### config.mk
export PLATFORM = sky130hd
export DESIGN_NAME = game_state_ctrl
export DESIGN_NICKNAME = d
export VERILOG_FILES = /design/src/rtl/game_state_ctrl.sv
export SDC_FILE = /design/constraint.sdc
export NUM_CORES = 1
export LEC_CHECK = 0
export ABC_AREA = 1
export BUFFER_PORTS_ARGS = -buffer_cell sky130_fd_sc_hd__buf_2
export CAP_MARGIN = 5
export CORE_UTILIZATION = 45
export CTS_CLUSTER_DIAMETER = 80
export CTS_CLUSTER_SIZE = 10
export DETAILED_ROUTE_END_ITERATION = 6
export PLACE_DENSITY_LB_ADDON = 0.15
export SETUP_SLACK_MARGIN = 0.5
export SLEW_MARGIN = 25
export SYNTH_ARGS = -nofsm -noshare
export SYNTH_HDL_FRONTEND = slang
export SYNTH_SLANG_ARGS = --single-unit
### constraint.sdc
create_clock -name clk_i -period 2.25 [get_ports clk_i]
set_input_delay 0.45 -clock clk_i [delete_from_list [all_inputs] [get_ports clk_i]]
set_output_delay 0.45 -clock clk_i [all_outputs]
set_load 0.01 [all_outputs]
### src/rtl/game_state_ctrl.sv
// Game-flow controller: one-hot screen flags, lives/level/outcome bookkeeping
// and frame-based timing of the continue and final screens.
module game_state_ctrl #(
  parameter  int LIVES_INIT   = 3,
  parameter  int NUM_LEVELS   = 4,
  parameter  int CONT_TIMEOUT = 600,
  parameter  int FINAL_HOLD   = 300,
  localparam int LW           = $clog2(LIVES_INIT + 1),
  localparam int VW           = (NUM_LEVELS > 1) ? $clog2(NUM_LEVELS) : 1
) (
  input  logic          clk_i,
  input  logic          rst_ni,
  input  logic          frame_tick_i,
  input  logic          start_btn_i,
  input  logic          player_hit_i,
  input  logic          level_clear_i,
  output logic          is_menu_o,
  output logic          is_playing_o,
  output logic          is_continue_o,
  output logic          is_final_o,
  output logic [LW-1:0] lives_o,
  output logic [VW-1:0] level_o,
  output logic          win_o,
  output logic          game_reset_o
);

  localparam int TMAX = (CONT_TIMEOUT > FINAL_HOLD) ? CONT_TIMEOUT : FINAL_HOLD;
  localparam int TW   = $clog2(TMAX + 1);

  localparam logic [LW-1:0] LIVES_LD = LW'(LIVES_INIT);
  localparam logic [LW-1:0] LIVES_1  = LW'(1);
  localparam logic [VW-1:0] LAST_LVL = VW'(NUM_LEVELS - 1);
  localparam logic [TW-1:0] CONT_T   = TW'(CONT_TIMEOUT);
  localparam logic [TW-1:0] HOLD_T   = TW'(FINAL_HOLD);

  // One-hot encoding maps straight onto the four screen flags.
  typedef enum logic [3:0] {
    S_MENU  = 4'b0001,
    S_PLAY  = 4'b0010,
    S_CONT  = 4'b0100,
    S_FINAL = 4'b1000
  } state_e;

  state_e          state_q, state_d;
  logic [LW-1:0]   lives_q, lives_d;
  logic [VW-1:0]   level_q, level_d;
  logic [TW-1:0]   timer_q, timer_d;
  logic            win_q, win_d;
  logic            game_reset_q, game_reset_d;
  logic            start_q;

  logic            start_edge;
  logic            last_lvl;
  logic            cont_done;
  logic            hold_done;
  logic [TW-1:0]   timer_inc;

  assign start_edge = start_btn_i & ~start_q;
  assign last_lvl   = (level_q == LAST_LVL);
  assign timer_inc  = timer_q + TW'(1);
  assign cont_done  = frame_tick_i & (timer_inc == CONT_T);
  assign hold_done  = (timer_q == HOLD_T);

  // start_q resets high so a button held through reset is not an edge.
  always_ff @(posedge clk_i or negedge rst_ni) begin
    if (!rst_ni) begin
      state_q      <= S_MENU;
      lives_q      <= LIVES_LD;
      level_q      <= '0;
      win_q        <= 1'b0;
      timer_q      <= '0;
      game_reset_q <= 1'b0;
      start_q      <= 1'b1;
    end else begin
      state_q      <= state_d;
      lives_q      <= lives_d;
      level_q      <= level_d;
      win_q        <= win_d;
      timer_q      <= timer_d;
      game_reset_q <= game_reset_d;
      start_q      <= start_btn_i;
    end
  end

  always_comb begin
    state_d = state_q;
    case (state_q)
      S_MENU:  if (start_edge) state_d = S_PLAY;
      S_PLAY: begin
        if (level_clear_i)                           state_d = last_lvl ? S_FINAL : S_CONT;
        else if (player_hit_i && lives_q <= LIVES_1) state_d = S_FINAL;
      end
      S_CONT:  if (start_edge || cont_done) state_d = S_PLAY;
      S_FINAL: if (start_edge && hold_done) state_d = S_MENU;
      default: state_d = S_MENU;
    endcase
  end

  // Timer is held at zero outside CONTINUE/FINAL, so it is clear on entry.
  always_comb begin
    lives_d      = lives_q;
    level_d      = level_q;
    win_d        = win_q;
    timer_d      = timer_q;
    game_reset_d = 1'b0;
    case (state_q)
      S_MENU: begin
        timer_d = '0;
        if (start_edge) begin
          lives_d      = LIVES_LD;
          level_d      = '0;
          win_d        = 1'b0;
          game_reset_d = 1'b1;
        end
      end
      S_PLAY: begin
        timer_d = '0;
        if (level_clear_i) begin
          if (last_lvl) win_d   = 1'b1;
          else          level_d = level_q + VW'(1);
        end else if (player_hit_i) begin
          if (lives_q <= LIVES_1) begin
            lives_d = '0;
            win_d   = 1'b0;
          end else begin
            lives_d      = lives_q - LW'(1);
            game_reset_d = 1'b1;
          end
        end
      end
      S_CONT: begin
        if (start_edge || cont_done) begin
          timer_d      = '0;
          game_reset_d = 1'b1;
        end else if (frame_tick_i) begin
          timer_d = timer_inc;
        end
      end
      S_FINAL: begin
        if (start_edge && hold_done)        timer_d = '0;
        else if (frame_tick_i && !hold_done) timer_d = timer_inc;
      end
      default: begin
        lives_d = LIVES_LD;
        level_d = '0;
        win_d   = 1'b0;
        timer_d = '0;
      end
    endcase
  end

  assign {is_final_o, is_continue_o, is_playing_o, is_menu_o} = state_q;
  assign lives_o      = lives_q;
  assign level_o      = level_q;
  assign win_o        = win_q;
  assign game_reset_o = game_reset_q;

endmodule

After elaboration in Yosys (flattened, before gate mapping)
Index checks and enable logic that the tools add are counted.
{ "op_classes": {"mux": 33, "magnitude_cmp": 1, "n_bitwise": 4, "n_eq_ne": 20, "reduce_logical": 11, "n_addsub": 3} }
{ "op_table": {"columns": ["operator", "count"], "rows": [
  ["2-to-1 mux 10 bit", 4],
  ["2-to-1 mux 4 bit", 6],
  ["one-hot mux 10 bit (2 select lines)", 1],
  ["inequality test 3 bit, second input constant", 6],
  ["one-hot mux 4 bit (4 select lines)", 1],
  ["2-to-1 mux 2 bit", 7],
  ["inequality test 2 bit, second input constant", 7],
  ["one-hot mux 2 bit (3 select lines)", 2],
  ["AND reduction 4 bit", 3],
  ["adder 10 x 1 -> 10 bit, second input constant", 1],
  ["== test 10 bit, second input constant", 1],
  ["== test 10 x 9 -> 1 bit, second input constant", 1],
  ["2-to-1 mux 1 bit", 10],
  ["one-hot mux 1 bit (3 select lines)", 2],
  ["AND reduction 5 bit", 1],
  ["== test 4 x 1 -> 1 bit, second input constant", 1],
  ["== test 4 x 2 -> 1 bit, second input constant", 1],
  ["== test 4 x 3 -> 1 bit, second input constant", 1],
  ["== test 4 bit, second input constant", 1],
  ["logical AND 1 bit", 3],
  ["adder 2 x 1 -> 2 bit, second input constant", 1],
  ["bitwise AND 1 bit", 2],
  ["== test 2 bit, second input constant", 1],
  ["<= comparator 2 x 1 -> 1 bit, second input constant", 1],
  ["other kinds (6)", 7]
]} }
{ "totals": {"inputBits": 6, "wordCells": 79, "register_bits": 21, "out_inout_bits": 10} }

Logic depth before layout (Yosys ltp)
{ "logic_depth": {"ltp_word": 6, "ltp_mapped": 11, "depth_no_buf": 11} }

Worst setup path before layout
Ideal clock, no wire load.
{ "synth_timing": {"kind": "register -> register", "from": "register timer_q[0]", "to": "register timer_q[0]", "arrival_ns": 1.553, "period_less_slack_ns": 1.683, "stages_incl_launch_ff": 10, "path_slack_ns": 0.567, "path_buffers": 1, "t_required_ns": 2.119, "setup_ns": 0.131, "cell_sequence": "dfrtp_1 ha_1 nand3_1 xor2_1 nand3_1 nor2_4 nand3_2 nand3_4 buf_12 a22oi_2"} }
{ "synth_between": {"elab_chain_len": 6} }
{ "synth_rtl": {"columns": ["element", "line_no", "rtl"], "rows": [
  ["start, declared", "47", "logic [TW-1:0] timer_q, timer_d;"],
  ["start signal, assigned", "79", "timer_q <= timer_d;"],
  ["adder 10 x 1 -> 10 bit", "60", "assign timer_inc = timer_q + TW'(1);"],
  ["== test 10 bit", "61", "assign cont_done = frame_tick_i & (timer_inc == CONT_T);"],
  ["bitwise AND 1 bit", "61", null],
  ["logical OR 1 bit", "132", "if (start_edge || cont_done) begin"],
  ["2-to-1 mux 10 bit or inequality test 3 bit (tied branches)", null, null],
  ["one-hot mux 10 bit (2 select lines) or AND reduction 2 bit (tied branches)", null, null]
]} }
Several ways; a longest one is shown, not always the timed one. The select of a mux whose other input is x is not followed.
A chain may end at the register's enable or synchronous reset.

Worst setup path after layout
{ "layout_timing": {"from": "register timer_q[0]", "to": "register state_q[0]"} }
{ "layout_between": {"elab_chain_len": 6} }
{ "layout_rtl": {"columns": ["element", "line_no", "rtl"], "rows": [
  ["adder 10 x 1 -> 10 bit", "60", null],
  ["== test 10 bit", "61", null],
  ["bitwise AND 1 bit", "61", null],
  ["logical OR 1 bit", "93", "S_CONT: if (start_edge || cont_done) state_d = S_PLAY;"],
  ["inequality test 2 bit (no line)", null, null],
  ["AND reduction 4 bit (no line) *", null, null],
  ["end signal, assigned", "75", "state_q <= state_d;"],
  ["end, declared", "44", "state_e state_q, state_d;"]
]} }
Mark *: on every way between the ends. The rest lies on a longest branch, timed or not.

==> run_results.csv <==
group,metric,value,unit
cells_and_area,fin_nets,217,
detailed_routing,wl,3267,um
die,rows,19,
sta,fin_skew,0.007908,ns
worst_setup_path,crit_top_cell,"nand3_4",
run_status,outcome,"complete, no violations",
synthesis,ys_warn_count,0,
sta,max_freq,589.3,MHz
grt,grt_overflow,0,
sta,min_period_over_period,0.7542,
sta,hold_ws,0.08352,ns
die,die_h,57.88,um
worst_setup_path,r2r_slack,0.55,ns
synthesis,synthFlopType,"dfrtp_1",
worst_setup_path,critPathTopFamily,"simple AND/OR/NAND/NOR gates",
detailed_routing,num_vias,1300,
detailed_routing,wl_per_cell,13.78,um
sta,rsz0062_at_grt,"yes",
die,io_pins,16,
worst_setup_path,slowest_stage,"dfrtp_2",
cts,numCtsBuffers,3,
cells_and_area,drive_gt1_frac,0.3350,
cts,path_clk_slew,0.12,ns
worst_setup_path,cp_max_fo,7,
sta,drv_slew,0,
grt,grtUsageTotal,0.2033,
cts,postCtsHoldBufs,0,
cells_and_area,seq_area,536.8,sq um
cells_and_area,diodes,0,
worst_setup_path,critPathCaptureType,"flop",
synthesis,synth-async-reset-ratio,1.000,
grt,grt_pass1_wl,5030,um
cts,h-tree-depth,1,
cts,clockBufferDepth,2,
sta,tightest_slew,0.4883,ns
detailed_routing,route.detailed.drc,0,
die,core_area,0.002853,sq mm
worst_setup_path,critical_path_class,"flop to flop",
placed_design,port_buffers,15,
worst_setup_path,required,2.50,ns
cells_and_area,area_delta_synth_final,20.75,%
worst_setup_path,worst_setup_path_start_kind,"flop",
pwr,p_per_area,680.8,mW/mm^2
synthesis,synth-edff-count,0,
sta,setup_violations,0,
detailed_routing,antenna_left,0,
die,dieArea,0.003350,sq mm
synthesis,synthDistinctLibCells,26,
synthesis,postSynthAreaPerCell,7.720,sq um
detailed_routing,drt_iter0_markers,43,
cells_and_area,final_cell_area,0.001697,sq mm
detailed_routing,first_pass_iters,4,
grt,antenna_found_initial,0,
worst_setup_path,crit_chain,"ha_4 -> xor2_1 -> nor2_1 -> nand3_1 -> nor2_4 -> nand3_4 -> nand3_4 -> nand4_1 -> nand2_1",
worst_hold_path,min_path_type,"primary input to async pin",
placed_design,gp_congestion,0.8164,
synthesis,yosysSeqAreaShare,0.3776,
pwr,max-vdd-ir-drop,0.5508,mV
synthesis,synth-seq-cells,21,
die,start_util,0.4925,
pwr,p_leak,0.0007616,uW
synthesis,netlist_area,0.001405,sq mm
synthesis,syn-instance-count,182,
cts,cts_tree,"built",
cts,clk_latency,0.30,ns
cells_and_area,fillers,251,
flow_run,max_cap_viol_count,0,
die,die_x,57.88,um
worst_setup_path,path_buf_inv,0,
sta,setup_tns,0,ns
placed_design,place_area,0.001486,sq mm
cts,cts_sinks,21,
detailed_routing,viasPerCell,5.485,
grt,first_global_vias,1123,
sta,finalHoldViolations,0,
synthesis,syn_nets,192,
sta,relSlewSlack,0.6744,
worst_setup_path,critPathArrivalTime,1.95,ns
sta,fin_crit,1.697,ns
placed_design,dp_hpwl,2231,um
cells_and_area,multi_input_area,877.1,sq um
cts,cts-root-buf,"clkbuf_4",
worst_setup_path,cpPeakStageDelay,0.47,ns
grt,grt_start_max_net_pins,22,
[kinds of logic after synthesis]
kind of cell | share of synthesized area
xor+xnor | 0.01247
compound gates | 0.1425
buf+inv | 0.09527
flops | 0.3776
simple gates | 0.3366
fa+ha+maj | 0.03562
[layer usage]
layer | track usage | vias to the layer above | share of wire
met2 | 0.3563 | 36 | 0.51
met5 | 0 | - | 0
li1 | - | 639 | -
met1 | 0.2486 | 621 | 0.43
met4 | 0.09184 | 0 | 0.016
met3 | 0.02679 | 4 | 0.046
[registers in the layout, summed over array words and instances, names as in the netlist]
signal	flops
level_o	2
game_reset_o	1
timer_q	10
lives_o	2
win_o	1
start_q	1
state_q	4
[power breakdown]
part | internal [uW] | total [uW] | switching (uW)
combinational | 160 | 469 | 309
clock | 69.2 | 182 | 113
sequential | 459 | 504 | 45.7
total | 688 | 1150 | 467
[synth_stat cells, types with 3 or more instances]
| cell type | n | area (sq um) |
|---|---|---|
| a21oi_1 | 3 | 15.01 |
| a22oi_2 | 9 | 112.6 |
| dfrtp_1 | 17 | 425.4 |
| dfstp_2 | 4 | 105.1 |
| ha_1 | 4 | 50.05 |
| inv_1 | 25 | 93.84 |
| nand2_1 | 56 | 210.2 |
| nand2_2 | 3 | 18.77 |
| nand3_1 | 11 | 55.05 |
| nand4_1 | 5 | 31.28 |
| nor2_1 | 16 | 60.06 |
| nor2_2 | 4 | 25.02 |
| o21ai_0 | 7 | 35.03 |
[placed cells by master (no fill, tap or decap), types with 4 or more instances in the layout]
cell type  count
a22oi_2        9
buf_2         15
buf_4          5
dfrtp_1       12
dfrtp_2        5
dfstp_2        4
inv_1         25
nand2_1       49
nand2_2        9
nand3_1        9
nand3_4        5
nand4_1        5
nor2_1        16
nor2_4         5
o21ai_0        7
[area by class of cell]
class	count	area share
flip-flops and latches	21	0.3164
clock buffers	4	0.01549
well taps	31	0.02286
repair buffers	21	0.07301
inverters	25	0.05531
multi-input cells	135	0.5170
[path summary, 6_finish.rpt]
check | startpoint | to | cells after the start
max reg2reg | timer_q[0]$_DFFE_PN0P_ | state_q[0]$_DFFE_PN1P_ | 9
min reg2reg | win_o$_DFFE_PN0P_ | win_o$_DFFE_PN0P_ | 2
min in group clk_i | start_btn_i | start_q$_DFF_PN1_ | 1
min | rst_ni | timer_q[4]$_DFFE_PN0P_ | 1
max | timer_q[0]$_DFFE_PN0P_ | state_q[0]$_DFFE_PN1P_ | 9
max in group asynchronous | rst_ni | state_q[0]$_DFFE_PN1P_ | 1
[repair_timing]
action                                  CTS  global route
resized for setup                         9            20
gates cloned                              1             2
endpoints found under the setup margin   15            15
pin swaps                                 2            10
buffers inserted                          1             4
[per-stage QoR]
| stage | cells | power (uW) | worst slack [ns] | utilization |
|---|---|---|---|---|
| after global placement | 225 | 952.9 | 0.2535 | 0.5211 |
| after global routing | 237 | 1249 | 0.4679 | 0.5947 |
| after floorplan | 182 | 830.4 | 0.5669 | - |
| after detailed placement | 225 | 961.4 | 0.2011 | 0.5211 |
| final | 237 | 1155 | 0.5531 | 0.5947 |
| after CTS | 231 | 1158 | 0.5112 | 0.5487 |
Note: power is estimated with default switching activity, not from simulation.
